`src/rtl/arb_burst_mux.sv`:
```
// arb_burst_mux: moves one fixed-length burst per arbiter grant onto a shared registered stream
module arb_burst_mux #(
    parameter int DATA_W    = 8,
    parameter int BURST_LEN = 4
) (
    input  logic              clock,
    input  logic              reset,
    input  logic              gnt_0,
    input  logic              gnt_1,
    input  logic [DATA_W-1:0] data_0,
    input  logic              valid_0,
    output logic              ready_0,
    input  logic [DATA_W-1:0] data_1,
    input  logic              valid_1,
    output logic              ready_1,
    output logic [DATA_W-1:0] out_data,
    output logic              out_valid,
    output logic              out_last,
    output logic              out_owner,
    input  logic              out_ready,
    output logic              done_0,
    output logic              done_1,
    output logic              err
);
    localparam int CW = $clog2(BURST_LEN + 1);
    localparam logic [CW-1:0] LEN  = CW'(BURST_LEN);
    localparam logic [CW-1:0] LAST = CW'(BURST_LEN - 1);
    typedef enum logic [1:0] {IDLE, XFER, RELEASE} state_t;
    state_t state, state_nx;
    logic [CW-1:0] cnt;
    logic [DATA_W-1:0] data_own;
    logic gnt_own, gnt_oth, valid_own, rdy, take, drain;
    // owner-relative views of the client ports plus the accept condition
    always_comb begin
        gnt_own   = out_owner ? gnt_1 : gnt_0;
        gnt_oth   = out_owner ? gnt_0 : gnt_1;
        valid_own = out_owner ? valid_1 : valid_0;
        data_own  = out_owner ? data_1 : data_0;
        rdy       = (state == XFER) && (!out_valid || out_ready) && (cnt < LEN);
        ready_0   = rdy && !out_owner;
        ready_1   = rdy && out_owner;
        take      = rdy && valid_own;
        drain     = out_valid && out_ready;
    end
    // next state: losing the grant always wins over burst completion
    always_comb begin
        state_nx = state;
        case (state)
            IDLE:    state_nx = (gnt_0 ^ gnt_1) ? XFER : IDLE;
            XFER:    state_nx = !gnt_own ? IDLE : (drain && out_last) ? RELEASE : XFER;
            RELEASE: state_nx = !gnt_own ? IDLE : RELEASE;
            default: state_nx = IDLE;
        endcase
    end
    // state register
    always_ff @(posedge clock or posedge reset) begin
        if (reset) state <= IDLE;
        else       state <= state_nx;
    end
    // datapath: owner latch, beat counter, output register, done pulses and sticky error
    always_ff @(posedge clock or posedge reset) begin
        if (reset) begin
            cnt       <= '0;
            out_data  <= '0;
            out_valid <= 1'b0;
            out_last  <= 1'b0;
            out_owner <= 1'b0;
            done_0    <= 1'b0;
            done_1    <= 1'b0;
            err       <= 1'b0;
        end else begin
            done_0 <= 1'b0;
            done_1 <= 1'b0;
            case (state)
                IDLE: begin
                    if (gnt_0 && gnt_1) err <= 1'b1;
                    else if (gnt_0 || gnt_1) begin
                        out_owner <= gnt_1;
                        cnt       <= '0;
                    end
                end
                XFER: begin
                    if (!gnt_own) begin
                        err       <= 1'b1;
                        out_valid <= 1'b0;
                        out_last  <= 1'b0;
                        cnt       <= '0;
                    end else begin
                        if (gnt_oth) err <= 1'b1;
                        if (take) begin
                            out_data  <= data_own;
                            out_valid <= 1'b1;
                            out_last  <= (cnt == LAST);
                            cnt       <= cnt + CW'(1);
                        end else if (drain) begin
                            out_valid <= 1'b0;
                            out_last  <= 1'b0;
                        end
                        if (drain && out_last) begin
                            done_0 <= !out_owner;
                            done_1 <= out_owner;
                        end
                    end
                end
                default: ;
            endcase
        end
    end
endmodule

```
`config.mk`:
```
export PLATFORM = sky130hd
export DESIGN_NAME = arb_burst_mux
export DESIGN_NICKNAME = d
export VERILOG_FILES = /design/src/rtl/arb_burst_mux.sv
export SDC_FILE = /design/constraint.sdc
export NUM_CORES = 1
export LEC_CHECK = 0
export BUFFER_PORTS_ARGS = -buffer_cell sky130_fd_sc_hd__buf_4
export CORE_MARGIN = 5
export CORE_UTILIZATION = 45
export CTS_CLUSTER_DIAMETER = 200
export CTS_CLUSTER_SIZE = 16
export DETAILED_ROUTE_END_ITERATION = 8
export GPL_TIMING_DRIVEN = 0
export PLACE_DENSITY_LB_ADDON = 0.08
export SETUP_SLACK_MARGIN = 0.15
export SYNTH_ARGS = -nofsm -noshare
export SYNTH_HDL_FRONTEND = slang
export SYNTH_SLANG_ARGS = --single-unit
```
`constraint.sdc`:
```
create_clock -name clock -period 2 [get_ports clock]
set_clock_uncertainty 0.15 [all_clocks]
set_input_delay 0.4 -clock clock [delete_from_list [all_inputs] [get_ports clock]]
set_output_delay 0.4 -clock clock [all_outputs]
set_load 0.1 [all_outputs]
```
==> results.rst <==
.. list-table::
   :header-rows: 1

   * - Metric
     - Value
   * - Outcome
     - finished, violations left
   * - Failing checks
     - negative setup slack
   * - Post-layout total power
     - around 3.2 mW
   * - Number of max-cap violations
     - 0
   * - Buffers from clock root to sink, at most
     - 2
   * - Worst ir drop on vdd
     - ~0.002 V
   * - Post-synthesis cell area
     - about 1100 µm²
   * - Number of DRC markers in iteration 0
     - 22
   * - Number of top-level design ports
     - 39
   * - Endpoint required time on the critical path
     - around 1500 ps
   * - Post-Synthesis Cells
     - 99
   * - Net count of the mapped netlist
     - 126
   * - Max H-tree Level
     - 1
   * - Half-perimeter wire length of the detailed placement result
     - 1.91 mm
   * - Syn avg cell area
     - 10.9 µm²
   * - Critical path capture point type
     - output pin
   * - Final worst path period share
     - 101%
   * - Drc violations
     - 0
   * - Least setup slack across all paths after layout
     - -27.6 ps
   * - Post-detailed-route count of antenna-violating nets
     - 0
   * - Die footprint
     - roughly 3500 µm²
   * - Number of detailed-route iterations in the first pass
     - 4
   * - Slew at the pin closest to its max-slew limit
     - 757 ps
   * - Startpoint Class
     - flip-flop
   * - Final cell count without fillers
     - between 150 and 200
   * - CTS tree
     - yes
   * - Routed vias/inst
     - approximately 5.4
   * - Number of global-route vias before repair
     - slightly below 1,000
   * - Unrepaired setup endpoints after global routing
     - true
   * - Core area
     - 2250 µm²
   * - Global-route wire length before repair
     - ~4.3 mm
   * - Routability congestion estimate
     - 0.711
   * - Clock insertion delay at the later pin of the skew report
     - about 300 ps
   * - Final Hold Slack
     - 77.3 ps
   * - Number of buffers inserted during clock tree synthesis
     - 3
   * - Layout net count
     - approximately 180
   * - Arrival time at the worst endpoint
     - about 1500 ps
   * - Library cells used by synthesis
     - 34
   * - Die outline height
     - 59.0 µm
   * - Detailed-route via count
     - around 990
   * - Overall overflow remaining after global route
     - 0
   * - Floorplan die width
     - 59.0 µm
   * - Count of endpoints failing setup in the final report
     - 2
   * - Pin count of the biggest net entering global routing
     - 20
   * - Final count of pins violating max slew
     - 0
   * - Layout cell share with drive strength beyond 1
     - about 55%
   * - Hold crit path type
     - in -> async
   * - Area growth from synthesis to final layout
     - 60.8%
   * - Setup slack of the most critical reg-to-reg path
     - 10 ps
   * - Final Hold Vio Count
     - 0
   * - Clock-pin slew of the registers on the worst-case setup and hold paths
     - around 110 ps
   * - Class of the most critical setup path
     - reg -> out
   * - Standard-cell row count
     - 17
   * - Hold-fix buffers, CTS
     - 0
   * - Diode insertion count for antenna repair
     - 0
   * - Final routed wire length divided by cell count
     - 16.6 µm
   * - Relative slew slack
     - between 40% and 50%
   * - CP Max Fanout
     - 3
   * - CTS sink count
     - 19
   * - Sequential element share of the synthesized area
     - a little over two fifths
   * - Starting Density
     - 47.9%
   * - Root Driver
     - sky130_fd_sc_hd__clkbuf_4
   * - Fmax
     - just under 0.5 GHz
   * - Final period demand of the worst path
     - just over 2000 ps
   * - Total routing resource utilization after global routing
     - between 15 and 20%
   * - TNS Setup
     - -36.1 ps
   * - LEAKAGE
     - 0.803 nW
   * - Cell area after placement
     - 1460 µm²
   * - Synthesized flop and latch total
     - 19
   * - DRT Wirelength
     - slightly above 3 mm
   * - Ys Warns
     - 0
   * - Power Density
     - around 1900 nW/µm²
   * - Cell total after placement
     - 165
   * - Buffers on Ports
     - 38
   * - Antenna violations before repair
     - 0
   * - Final standard cell area without fillers
     - roughly 1700 µm²
==> final timing paths <==
| kind | to | depth (start not counted) | startpoint |
|---|---|---|---|
| hold / removal | out_data[3] | 2 | reset |
| max in group asynchronous | out_valid | 2 | reset |
| setup reg to reg | cnt[2] | 6 | out_owner |
| setup / recovery | ready_1 | 3 | out_valid |
| hold reg to reg | err | 1 | err |
| min in group clock | done_1 | 3 | gnt_1 |
==> metrics by stage <==
stage | setup WS (ps) | util (%)
final | -27.6 | 77.1
after global routing | -88.1 | 77.1
after CTS | -48.3 | 70.7
after detailed placement | 88.1 | 64.9
after global placement | 88.6 | 64.9
after floorplan | -565 | -
==> report_power, final <==
part           leakage, nW  switching [mW]  internal (mW)
clock               0.0150           0.123         0.0777
combinational        0.558            1.58          0.847
sequential           0.230           0.104          0.521
==> cell type report <==
type,count,area (µm²)
inverter,5,18.8
multi-input combinational,70,673
tap,28,35.0
clock buffer,4,26.3
timing repair buffer,52,427
sequential,19,484
fill,142,517
buffer,5,73.8
==> kinds of logic after synthesis <==
group / after synthesis / synth area share [%]
AO/OA/AOI/OAI: 26 / 15.2
flip-flops: 19 / 44.0
AND/OR/NAND/NOR: 27 / 16.1
adder cells (fa/ha/maj): 4 / 4.63
buffers and inverters: 10 / 6.13
multiplexers: 13 / 14.0
==> sequential cells by signal, indices dropped and copies added, names as in the netlist <==
| register | count |
|---|---|
| out_owner | 1 |
| out_valid | 1 |
| out_last | 1 |
| cnt | 3 |
| done_1 | 1 |
| out_data | 8 |
| state | 2 |
| err | 1 |
| done_0 | 1 |
==> critical path, cell delays in order (launching register included) <==
cell	delay (ps)
sky130_fd_sc_hd__dfrtp_4	490
sky130_fd_sc_hd__and2b_4	190
sky130_fd_sc_hd__nor4b_4	240
sky130_fd_sc_hd__buf_6	260
==> timing repair <==
action / CTS / global route
pin swaps: 13 / 9
gates resized for setup: 10 / 13
endpoints found under the setup margin: 3 / 15
buffers inserted: 8 / 4
cloned: 0 / 2
==> metal layers <==
layer  track usage, %  vias up  wire length [µm]
met1             20.7      480              1140
li1                 -      469                 -
met3             3.49        4               200
met2             27.3       35              1670
met5                0        -                 0
met4             6.47        0                26
==> placed cells by master, fill, tap and decap left out, types with 2 or more instances in the layout <==
cell type	n
sky130_fd_sc_hd__nand2b_1	4
sky130_fd_sc_hd__buf_6	4
sky130_fd_sc_hd__dfrtp_4	2
sky130_fd_sc_hd__a21oi_2	4
sky130_fd_sc_hd__mux2i_4	2
sky130_fd_sc_hd__nand2_1	7
sky130_fd_sc_hd__a31oi_4	4
sky130_fd_sc_hd__mux2i_1	10
sky130_fd_sc_hd__buf_4	48
sky130_fd_sc_hd__clkbuf_4	3
sky130_fd_sc_hd__buf_12	2
sky130_fd_sc_hd__dfrtp_1	16
sky130_fd_sc_hd__o21ai_0	2
sky130_fd_sc_hd__inv_1	5
sky130_fd_sc_hd__ha_1	4
sky130_fd_sc_hd__a21oi_1	5
sky130_fd_sc_hd__buf_8	2
sky130_fd_sc_hd__nor2_1	4
sky130_fd_sc_hd__a31oi_1	3
sky130_fd_sc_hd__nor4_4	2
==> Yosys cell counts <==
cell | instances | area share (%)
sky130_fd_sc_hd__and2b_1 | 1 | 0.69
sky130_fd_sc_hd__a31oi_1 | 7 | 4.1
sky130_fd_sc_hd__buf_2 | 2 | 0.93
sky130_fd_sc_hd__mux2i_1 | 10 | 9.3
sky130_fd_sc_hd__nand2_1 | 7 | 2.4
sky130_fd_sc_hd__nor2_4 | 1 | 1.0
sky130_fd_sc_hd__buf_8 | 1 | 1.4
sky130_fd_sc_hd__dfrtp_1 | 19 | 44
sky130_fd_sc_hd__nor4b_1 | 1 | 0.81
sky130_fd_sc_hd__nand2_2 | 1 | 0.58
sky130_fd_sc_hd__ha_1 | 4 | 4.6
sky130_fd_sc_hd__mux2_4 | 1 | 1.4
sky130_fd_sc_hd__o21ai_0 | 2 | 0.93
sky130_fd_sc_hd__or2_1 | 1 | 0.58
sky130_fd_sc_hd__a21o_1 | 1 | 0.69
sky130_fd_sc_hd__a21oi_1 | 9 | 4.2
sky130_fd_sc_hd__and3_1 | 1 | 0.58
sky130_fd_sc_hd__nor4_4 | 1 | 2.0
sky130_fd_sc_hd__a31oi_2 | 1 | 1.2
sky130_fd_sc_hd__nand3b_1 | 1 | 0.69
sky130_fd_sc_hd__mux2i_4 | 1 | 2.1
sky130_fd_sc_hd__nand2b_1 | 4 | 2.3
sky130_fd_sc_hd__a21oi_2 | 1 | 0.81
sky130_fd_sc_hd__nor2b_1 | 1 | 0.58
sky130_fd_sc_hd__a211o_1 | 1 | 0.81
sky130_fd_sc_hd__mux2i_2 | 1 | 1.3
sky130_fd_sc_hd__a32o_1 | 1 | 0.93
sky130_fd_sc_hd__o211ai_1 | 1 | 0.69
sky130_fd_sc_hd__nand2b_4 | 1 | 1.3
sky130_fd_sc_hd__inv_1 | 5 | 1.7
sky130_fd_sc_hd__nor2_1 | 4 | 1.4
sky130_fd_sc_hd__buf_6 | 2 | 2.1
sky130_fd_sc_hd__o21ai_1 | 2 | 0.93
sky130_fd_sc_hd__nor4_1 | 2 | 1.2
Note: power is estimated with default switching activity, not from simulation.
